[src/rtl/pipelined_addsub.sv]
// pipelined_addsub: parametrised integer adder/subtractor split into
// CHUNK-bit slices, one slice per pipeline stage, with a valid/ready
// handshake and ALU flags on the registered result.
//
// Handshake: a transfer happens on a rising edge where valid && ready.
// The producer holds in_valid/a/b/op/cin until in_ready; the block holds
// out_valid and s/flags until out_ready. The whole pipe advances together
// when the output register is empty or being drained, so
// in_ready = !out_valid || out_ready and there is no combinational path
// from in_valid to in_ready.

module pipelined_addsub #(
  parameter int WIDTH = 32,
  parameter int CHUNK = 16
) (
  input  logic             clk,
  input  logic             rst,
  input  logic             in_valid,
  output logic             in_ready,
  input  logic [WIDTH-1:0] a,
  input  logic [WIDTH-1:0] b,
  input  logic [1:0]       op,
  input  logic             cin,
  output logic             out_valid,
  input  logic             out_ready,
  output logic [WIDTH-1:0] s,
  output logic             cout,
  output logic             ovf,
  output logic             zero,
  output logic             neg
);

  localparam int NSTAGES = WIDTH / CHUNK;
  localparam int NGROUPS = CHUNK / 4;

  // Slices are built from 4-bit lookahead groups and the stage count must
  // be whole; anything else is a configuration mistake.
  if (!(CHUNK == 4 || CHUNK == 16 || CHUNK == 32) ||
      (WIDTH % CHUNK) != 0 || WIDTH < CHUNK) begin : g_bad_param
    $error("pipelined_addsub: unsupported WIDTH/CHUNK combination");
  end

  // One CHUNK-bit slice add: bit generate/propagate, 4-bit group
  // generate/propagate, lookahead across groups, then lookahead inside
  // each group. Returns {carry_out, sum}.
  function automatic logic [CHUNK:0] cla_add(input logic [CHUNK-1:0] x,
                                             input logic [CHUNK-1:0] y,
                                             input logic             ci);
    logic [CHUNK-1:0]   g;
    logic [CHUNK-1:0]   p;
    logic [CHUNK-1:0]   c;
    logic [NGROUPS-1:0] gg;
    logic [NGROUPS-1:0] pg;
    logic [NGROUPS:0]   cg;
    logic               term;
    g = x & y;
    p = x ^ y;
    for (int j = 0; j < NGROUPS; j++) begin
      gg[j] = g[4*j+3]
            | (p[4*j+3] & g[4*j+2])
            | (p[4*j+3] & p[4*j+2] & g[4*j+1])
            | (p[4*j+3] & p[4*j+2] & p[4*j+1] & g[4*j]);
      pg[j] = &p[4*j +: 4];
    end
    // Group carries in flattened sum-of-products form: each group carry-in
    // depends only on ci and the group g/p terms, not on earlier carries.
    cg    = '0;
    cg[0] = ci;
    for (int j = 0; j < NGROUPS; j++) begin
      term = ci;
      for (int m = 0; m <= j; m++) term = term & pg[m];
      cg[j+1] = term;
      for (int i = 0; i <= j; i++) begin
        term = gg[i];
        for (int m = i + 1; m <= j; m++) term = term & pg[m];
        cg[j+1] = cg[j+1] | term;
      end
    end
    c = '0;
    for (int j = 0; j < NGROUPS; j++) begin
      c[4*j]   = cg[j];
      c[4*j+1] = g[4*j] | (p[4*j] & cg[j]);
      c[4*j+2] = g[4*j+1]
               | (p[4*j+1] & g[4*j])
               | (p[4*j+1] & p[4*j] & cg[j]);
      c[4*j+3] = g[4*j+2]
               | (p[4*j+2] & g[4*j+1])
               | (p[4*j+2] & p[4*j+1] & g[4*j])
               | (p[4*j+2] & p[4*j+1] & p[4*j] & cg[j]);
    end
    return {cg[NGROUPS], p ^ c};
  endfunction

  logic             advance;
  logic [WIDTH-1:0] b_eff;
  logic             c0;

  assign advance  = !out_valid || out_ready;
  assign in_ready = advance;

  // Pre-decode: subtraction is a + ~b + 1; ADC/SBC take the carry from cin.
  assign b_eff = op[0] ? ~b : b;
  assign c0    = op[1] ? cin : op[0];

  // Stage k works on slice k. acc carries the finished sum slices below k
  // and the untouched slices of a from k upward, so one word travels down
  // the pipe. bh keeps only the b_eff slices not yet consumed.
  for (genvar k = 0; k < NSTAGES; k++) begin : stg
    logic                   v_i;
    logic                   c_i;
    logic [WIDTH-1:0]       acc_i;
    logic [WIDTH-1:k*CHUNK] bh_i;
    logic [CHUNK:0]         add_r;
    logic [WIDTH-1:0]       acc_o;
    logic                   c_o;

    if (k == 0) begin : g_in
      assign v_i   = in_valid;
      assign c_i   = c0;
      assign acc_i = a;
      assign bh_i  = b_eff;
    end else begin : g_reg
      // Skew register between stage k-1 and stage k; holds while stalled.
      always_ff @(posedge clk) begin
        if (rst) begin
          v_i   <= 1'b0;
          c_i   <= 1'b0;
          acc_i <= '0;
          bh_i  <= '0;
        end else if (advance) begin
          v_i   <= stg[k-1].v_i;
          c_i   <= stg[k-1].c_o;
          acc_i <= stg[k-1].acc_o;
          bh_i  <= stg[k-1].bh_i[WIDTH-1:k*CHUNK];
        end
      end
    end

    assign add_r = cla_add(acc_i[k*CHUNK +: CHUNK], bh_i[k*CHUNK +: CHUNK], c_i);
    assign c_o   = add_r[CHUNK];

    // Replace slice k of the travelling word with its sum.
    always_comb begin
      acc_o                    = acc_i;
      acc_o[k*CHUNK +: CHUNK]  = add_r[CHUNK-1:0];
    end
  end

  // The last stage still sees a and b_eff MSBs on its inputs, which is
  // what the signed-overflow rule needs.
  logic [WIDTH-1:0] fin_sum;
  logic             fin_c;
  logic             fin_ovf;

  assign fin_sum = stg[NSTAGES-1].acc_o;
  assign fin_c   = stg[NSTAGES-1].c_o;
  assign fin_ovf = (stg[NSTAGES-1].acc_i[WIDTH-1] == stg[NSTAGES-1].bh_i[WIDTH-1]) &&
                   (fin_sum[WIDTH-1] != stg[NSTAGES-1].acc_i[WIDTH-1]);

  // Output register: result and flags load together, only for a real
  // operation, so the last result stays put across bubbles and stalls.
  always_ff @(posedge clk) begin
    if (rst) begin
      out_valid <= 1'b0;
      s         <= '0;
      cout      <= 1'b0;
      ovf       <= 1'b0;
      zero      <= 1'b0;
      neg       <= 1'b0;
    end else if (advance) begin
      out_valid <= stg[NSTAGES-1].v_i;
      if (stg[NSTAGES-1].v_i) begin
        s    <= fin_sum;
        cout <= fin_c;
        ovf  <= fin_ovf;
        zero <= (fin_sum == '0);
        neg  <= fin_sum[WIDTH-1];
      end
    end
  end

endmodule

[config.mk]
export PLATFORM = sky130hd
export DESIGN_NAME = pipelined_addsub
export DESIGN_NICKNAME = d
export VERILOG_FILES = /design/src/rtl/pipelined_addsub.sv
export SDC_FILE = /design/constraint.sdc
export NUM_CORES = 1
export LEC_CHECK = 0
export ABC_AREA = 1
export CORE_ASPECT_RATIO = 1.25
export CORE_UTILIZATION = 45
export CTS_CLUSTER_DIAMETER = 60
export DETAILED_ROUTE_END_ITERATION = 12
export PLACE_DENSITY = 0.73
export REMOVE_ABC_BUFFERS = 1
export SYNTH_ARGS = -nofsm -noshare
export SYNTH_HDL_FRONTEND = slang
export SYNTH_SLANG_ARGS = --single-unit
[constraint.sdc]
create_clock -name clk -period 4.01 [get_ports clk]
set_input_delay 1.0025 -clock clk [delete_from_list [all_inputs] [get_ports clk]]
set_output_delay 1.0025 -clock clk [all_outputs]
set_load 0.01 [all_outputs]
==> results of run 1 <==
[area by class of cell]
cell class | count | area share [%]
clock buffers | 11 | 3.80
clock inverters | 5 | 0.921
inverters | 69 | 4.06
multi-input cells | 473 | 43.6
flip-flops and latches | 86 | 27.0
well taps | 132 | 2.59
repair buffers | 118 | 18.0
[critical path: stages]
cell and delay, ns:
clkdlybuf4s50_1 0.45, inv_1 0.05, nand2_2 0.14, clkdlybuf4s50_1 0.56
[final timing paths]
check / start / to / slack [ns]
max: out_ready / in_ready / 0.81
min: stg[1].acc_i[11] / s[11] / 0.47
max reg2reg: stg[1].acc_i[19] / zero / 0.98
min reg2reg: stg[1].acc_i[11] / s[11] / 0.47
[routing by layer]
layer / routed length [µm] / part of all wire [%] / track usage [%] / vias up
met1: 5270 / 45 / 26.6 / 2064
met3: 374 / 3.2 / 2.38 / 15
li1: - / - / - / 2338
met2: 5850 / 50 / 38.1 / 95
met5: 0 / 0 / 0 / -
met4: 260 / 2.2 / 9.47 / 0
[through the flow]
stage / hold WS [ns] / area, µm² / util [%] / total power [µW]
2_1_floorplan: 0.442 / 4770 / - / 1420
3_3_place_gp: 0.452 / 6080 / 57.3 / 1660
3_5_place_dp: 0.455 / 6080 / 57.3 / 1680
4_1_cts: 0.465 / 6380 / 60.1 / 2520
5_1_grt: 0.489 / 6380 / 60.1 / 2640
6_report: 0.467 / 6380 / 60.1 / 2500
[cells in the mapped netlist, types with 7 or more instances]
| cell | count | area [µm²] |
|---|---|---|
| nor2_1 | 102 | 383 |
| nand2_1 | 88 | 330 |
| dfxtp_1 | 86 | 1720 |
| o21ai_0 | 75 | 375 |
| inv_1 | 68 | 255 |
| a21oi_1 | 54 | 270 |
| ha_1 | 32 | 400 |
| nand3_1 | 26 | 130 |
| xnor2_1 | 24 | 210 |
| clkbuf_1 | 21 | 78.8 |
| xor2_1 | 19 | 166 |
| nand2_2 | 9 | 56.3 |
| fa_1 | 8 | 160 |
| buf_2 | 7 | 35.0 |
[where the power goes]
part | leakage (µW) | internal, µW | switching (µW)
clock | 0.000142 | 500 | 338
sequential | 0.000713 | 942 | 56.0
combinational | 0.00205 | 313 | 352
[kinds of logic after synthesis]
| group | count (synthesis) | synth area share, % |
|---|---|---|
| xor gates and xnor gates | 43 | 7.69 |
| adders and majority gates | 40 | 11.4 |
| DFF | 86 | 35.1 |
| and+or+nand+nor | 239 | 20.5 |
| buffers and inverters | 100 | 7.99 |
| AOI/OAI and AO/OA | 151 | 17.3 |
[flip-flops by register name, indices dropped and copies added, names as in the netlist]
signal,count
stg.acc_i,32
out_valid,1
stg.c_i,1
ovf,1
s,32
zero,1
cout,1
stg.bh_i,16
stg.v_i,1
==> flow_summary.json, run 1 <==
{
  "status": "finished clean",
  "ys_types": 36,
  "synth-seq-cells": 86,
  "seq_area_um2": 1720,
  "min_path_type": "reg -> reg",
  "layout.cells.non_filler": 894,
  "grtUsageTotal_pct": 21.9,
  "rr_worst_depth": 19,
  "dieArea_um2": 11300,
  "wl_per_cell_um": 13.2,
  "ir_drop_v": 0.000174,
  "antenna_found_initial": 0,
  "path_max_fanout": 4,
  "grt_pass1_vias": 4283,
  "diodes": 0,
  "initialDrtViolationCount": 196,
  "clock-sinks": 86,
  "drc": 0,
  "grt_pass1_wl_um": 19400,
  "final_antenna_net_count": 0,
  "async_flop_share_pct": 0,
  "start_util_pct": 46.2,
  "place_congestion": 0.884,
  "die_x_um": 95.3,
  "nets": 868,
  "syn2layout_area_growth_pct": 30.3,
  "slew_headroom_pct": 63.2,
  "worst_slack_ns": 0.808,
  "overflow": 0,
  "tns_ns": 0,
  "rows": 42,
  "fin_crit_ns": 3.20,
  "htree_num_levels": 3,
  "dieHeight_um": 119,
  "drv_slew": 0,
  "clockBufferDepth": 2,
  "io_pins": 109,
  "yosysSeqAreaShare_pct": 35.1,
  "drive_above_1_share_pct": 5.77,
  "p_leak_uw": 0.00290,
  "firstDrtPassIters": 7,
  "power_density_nw_per_um2": 392,
  "dominantRegCellSynth": "dfxtp_1",
  "maxCapViolCount": 0,
  "crit_type": "in -> out",
  "final_common_cell": "clkdlybuf4s50_1",
  "startpoint_type": "input pin",
  "dp_hpwl_um": 8830,
  "numPortBuffers": 108,
  "worst_ep_arrival_time_ns": 2.20,
  "n_fill_cell": 975,
  "setup_violations": 0,
  "fin_crit_sh_pct": 79.8,
  "placed_cells": 878,
  "vias": 4512,
  "hold_viol": 0,
  "rsz0062_at_grt": "no",
  "finalWirelength_um": 11800,
  "critical_path_required_ns": 3.01,
  "max_clock_freq_ghz": 0.312,
  "fin_skew_ns": 0.00519,
  "core_um2": 10600,
  "cts_buffers": 9,
  "post_cts_buffers": 0,
  "syn_area_um2": 4900,
  "grt_max_degree": 47,
  "postCtsHoldBufs": 0,
  "path_clk_slew_ns": 0.06,
  "cts_resized": 0,
  "whs_path_depth": 2,
  "insertion_delay_ns": 0.34,
  "ys_warn_count": 0,
  "postSynthCellCount": 659,
  "synth_area_per_cell_um2": 7.44,
  "cts-root-buf": "clkbuf_16",
  "final_cell_mix": "clkdlybuf4s50_1 (107), nor2_1 (102), nand2_1 (88)",
  "synth_edf_count": 0,
  "multi_input_area_um2": 2790,
  "worst_slew_pin_slew_ns": 0.552,
  "vias_per_cell": 5.05,
  "dp_slack_ns": 0.500,
  "crit_path_end_kind": "primary output",
  "cts_tree": "yes"
}
No activity file was read; power rests on OpenSTA's default activity.
==> run 2, diff against run 1 <==
==> constraint.sdc (replaced) <==
create_clock -name clk -period 3.25 [get_ports clk]
set_input_delay 0.8125 -clock clk [delete_from_list [all_inputs] [get_ports clk]]
set_output_delay 0.8125 -clock clk [all_outputs]
set_load 0.01 [all_outputs]
==> flow_summary.json, run 2 (synthesis results as in run 1) <==
{
  "cts-root-buf": "clkbuf_16",
  "antenna_found_initial": 0,
  "fin_crit_sh_pct": 91.4,
  "initialDrtViolationCount": 200,
  "vias": 4603,
  "vias_per_cell": 5.14,
  "grt_pass1_wl_um": 19900,
  "max_clock_freq_ghz": 0.337,
  "path_max_fanout": 5,
  "wl_per_cell_um": 13.4,
  "status": "finished clean",
  "start_util_pct": 46.2,
  "net-switching-power_uw": 914,
  "p_int_uw": 2230,
  "final_common_cell": "clkdlybuf4s50_1",
  "tns_ns": 0,
  "cp_slowest_stage_delay_ns": 0.53,
  "finalPower_uw": 3140,
  "drc": 0,
  "final_cell_mix": "clkdlybuf4s50_1 (107), nor2_1 (101), nand2_1 (88)",
  "placed_cells": 879,
  "path_cells": "ha_1, a21oi_1, nand2_1, a21oi_1, nand4_4, fa_1, nor2_2, nand2_1, nor2_1, nand2_1, nor2_1, nand3_1, nor2_1, nand3_1, nor2_1, nand4_1, a21oi_1",
  "insertion_delay_ns": 0.34,
  "reg2reg_slack_ns": 0.28,
  "dp_hpwl_um": 8880,
  "swShare_pct": 29.1,
  "cpMostUsedCell": "nor2_1",
  "fin_skew_ns": 0.00529,
  "p_seq_share_pct": 39.2,
  "final_antenna_net_count": 0,
  "dieHeight_um": 119,
  "drive_above_1_share_pct": 6.03,
  "clock-sinks": 86,
  "grt_pass1_vias": 4334,
  "slew_headroom_pct": 41.3,
  "grtUsageTotal_pct": 22.4,
  "maxCapViolCount": 0,
  "crit_type": "reg -> reg",
  "finalWirelength_um": 12000,
  "crit_path_end_kind": "register",
  "cts_buffers": 9,
  "fin_crit_ns": 2.97,
  "place_congestion": 0.870,
  "firstDrtPassIters": 5,
  "ir_drop_v": 0.000221,
  "nets": 870,
  "rows": 42,
  "core_um2": 10600,
  "grt_max_degree": 48,
  "rsz0062_at_grt": "no",
  "clockBufferDepth": 2,
  "syn2layout_area_growth_pct": 31.5,
  "cts_tree": "yes",
  "worst_ep_arrival_time_ns": 3.24,
  "slowest_stage": "fa_1",
  "die_x_um": 95.3,
  "p_leak_uw": 0.00292,
  "dieArea_um2": 11300,
  "layout.cells.non_filler": 895,
  "setup_violations": 0,
  "reg_top3": "s: 32 flops, stg.acc_i: 32 flops, stg.bh_i: 16 flops",
  "comb_power_share_pct": 26.8,
  "overflow": 0,
  "postCtsHoldBufs": 0,
  "fin_util_pct": 60.7,
  "htree_num_levels": 3,
  "diodes": 0,
  "critical_path_required_ns": 3.52,
  "min_path_type": "reg -> reg",
  "io_pins": 109,
  "worst_slew_pin_slew_ns": 0.880,
  "power_density_nw_per_um2": 488,
  "numPortBuffers": 108,
  "path_clk_slew_ns": 0.06,
  "clockPowerShare_pct": 34.0,
  "drv_slew": 0,
  "hold_viol": 0,
  "startpoint_type": "register"
}
==> run 2: cell count changes in the layout (fill, tap and decap cells not counted), sizes merged <==
cell	change
bufinv	+1
clkinv	-1
buf	+2
clkinvlp	-1
==> run 2: stage by stage <==
step | hold slack [ns] | worst slack [ns] | instance area, µm²
CTS | 0.473 | 0.210 | 6420
floorplan | 0.442 | 0.276 | 4770
global placement | 0.454 | 0.107 | 6120
finish | 0.476 | 0.278 | 6440
global route | 0.497 | 0.0223 | 6440
detailed placement | 0.465 | 0.0285 | 6120
==> run 2: worst paths after layout <==
kind	start	to	cells after the start
setup reg to reg	stg[1].acc_i[27]	zero	17
hold / removal	zero	zero	2
setup / recovery	stg[1].acc_i[27]	zero	17
hold reg to reg	zero	zero	2
==> run 2: worst max-delay path, delay by kind of cell, from the launching register on <==
kind / cells / cell delay [ns]
simple gates: 12 / 1.22
fa+ha+maj: 2 / 0.89
compound gates: 3 / 0.49
flops: 1 / 0.31
==> run 2: layer usage <==
metal | vias to the layer above | wire length (µm) | GRT usage, %
li1 | 2340 | - | -
met1 | 2138 | 5120 | 26.9
met2 | 107 | 6220 | 38.9
met3 | 18 | 397 | 3.86
met4 | 0 | 254 | 8.71
met5 | - | 0 | 0
==> run 2: timing repair <==
action | 4_1_cts | 5_1_grt
endpoints found under the setup margin | 0 | 1
gates resized for setup | 0 | 3
buffers inserted | 0 | 1
==> run 2: cell type report <==
cell class              instances  area [µm²]
inverters                      69         259
clock inverters                 4        72.6
repair buffers                120        1190
clock buffers                  11         233
flip-flops and latches         86        1720
multi-input cells             473        2800
fillers                       944        4170
well taps                     132         165
==> run 2: power groups by stage <==
stage / Combinational, µW / Clock [µW] / Sequential [µW]
after floorplan: 496 / 0 / 1250
after global placement: 807 / 0 / 1250
after detailed placement: 831 / 0 / 1250
after CTS: 840 / 1070 / 1230
after global routing: 948 / 1130 / 1250
final: 841 / 1070 / 1230
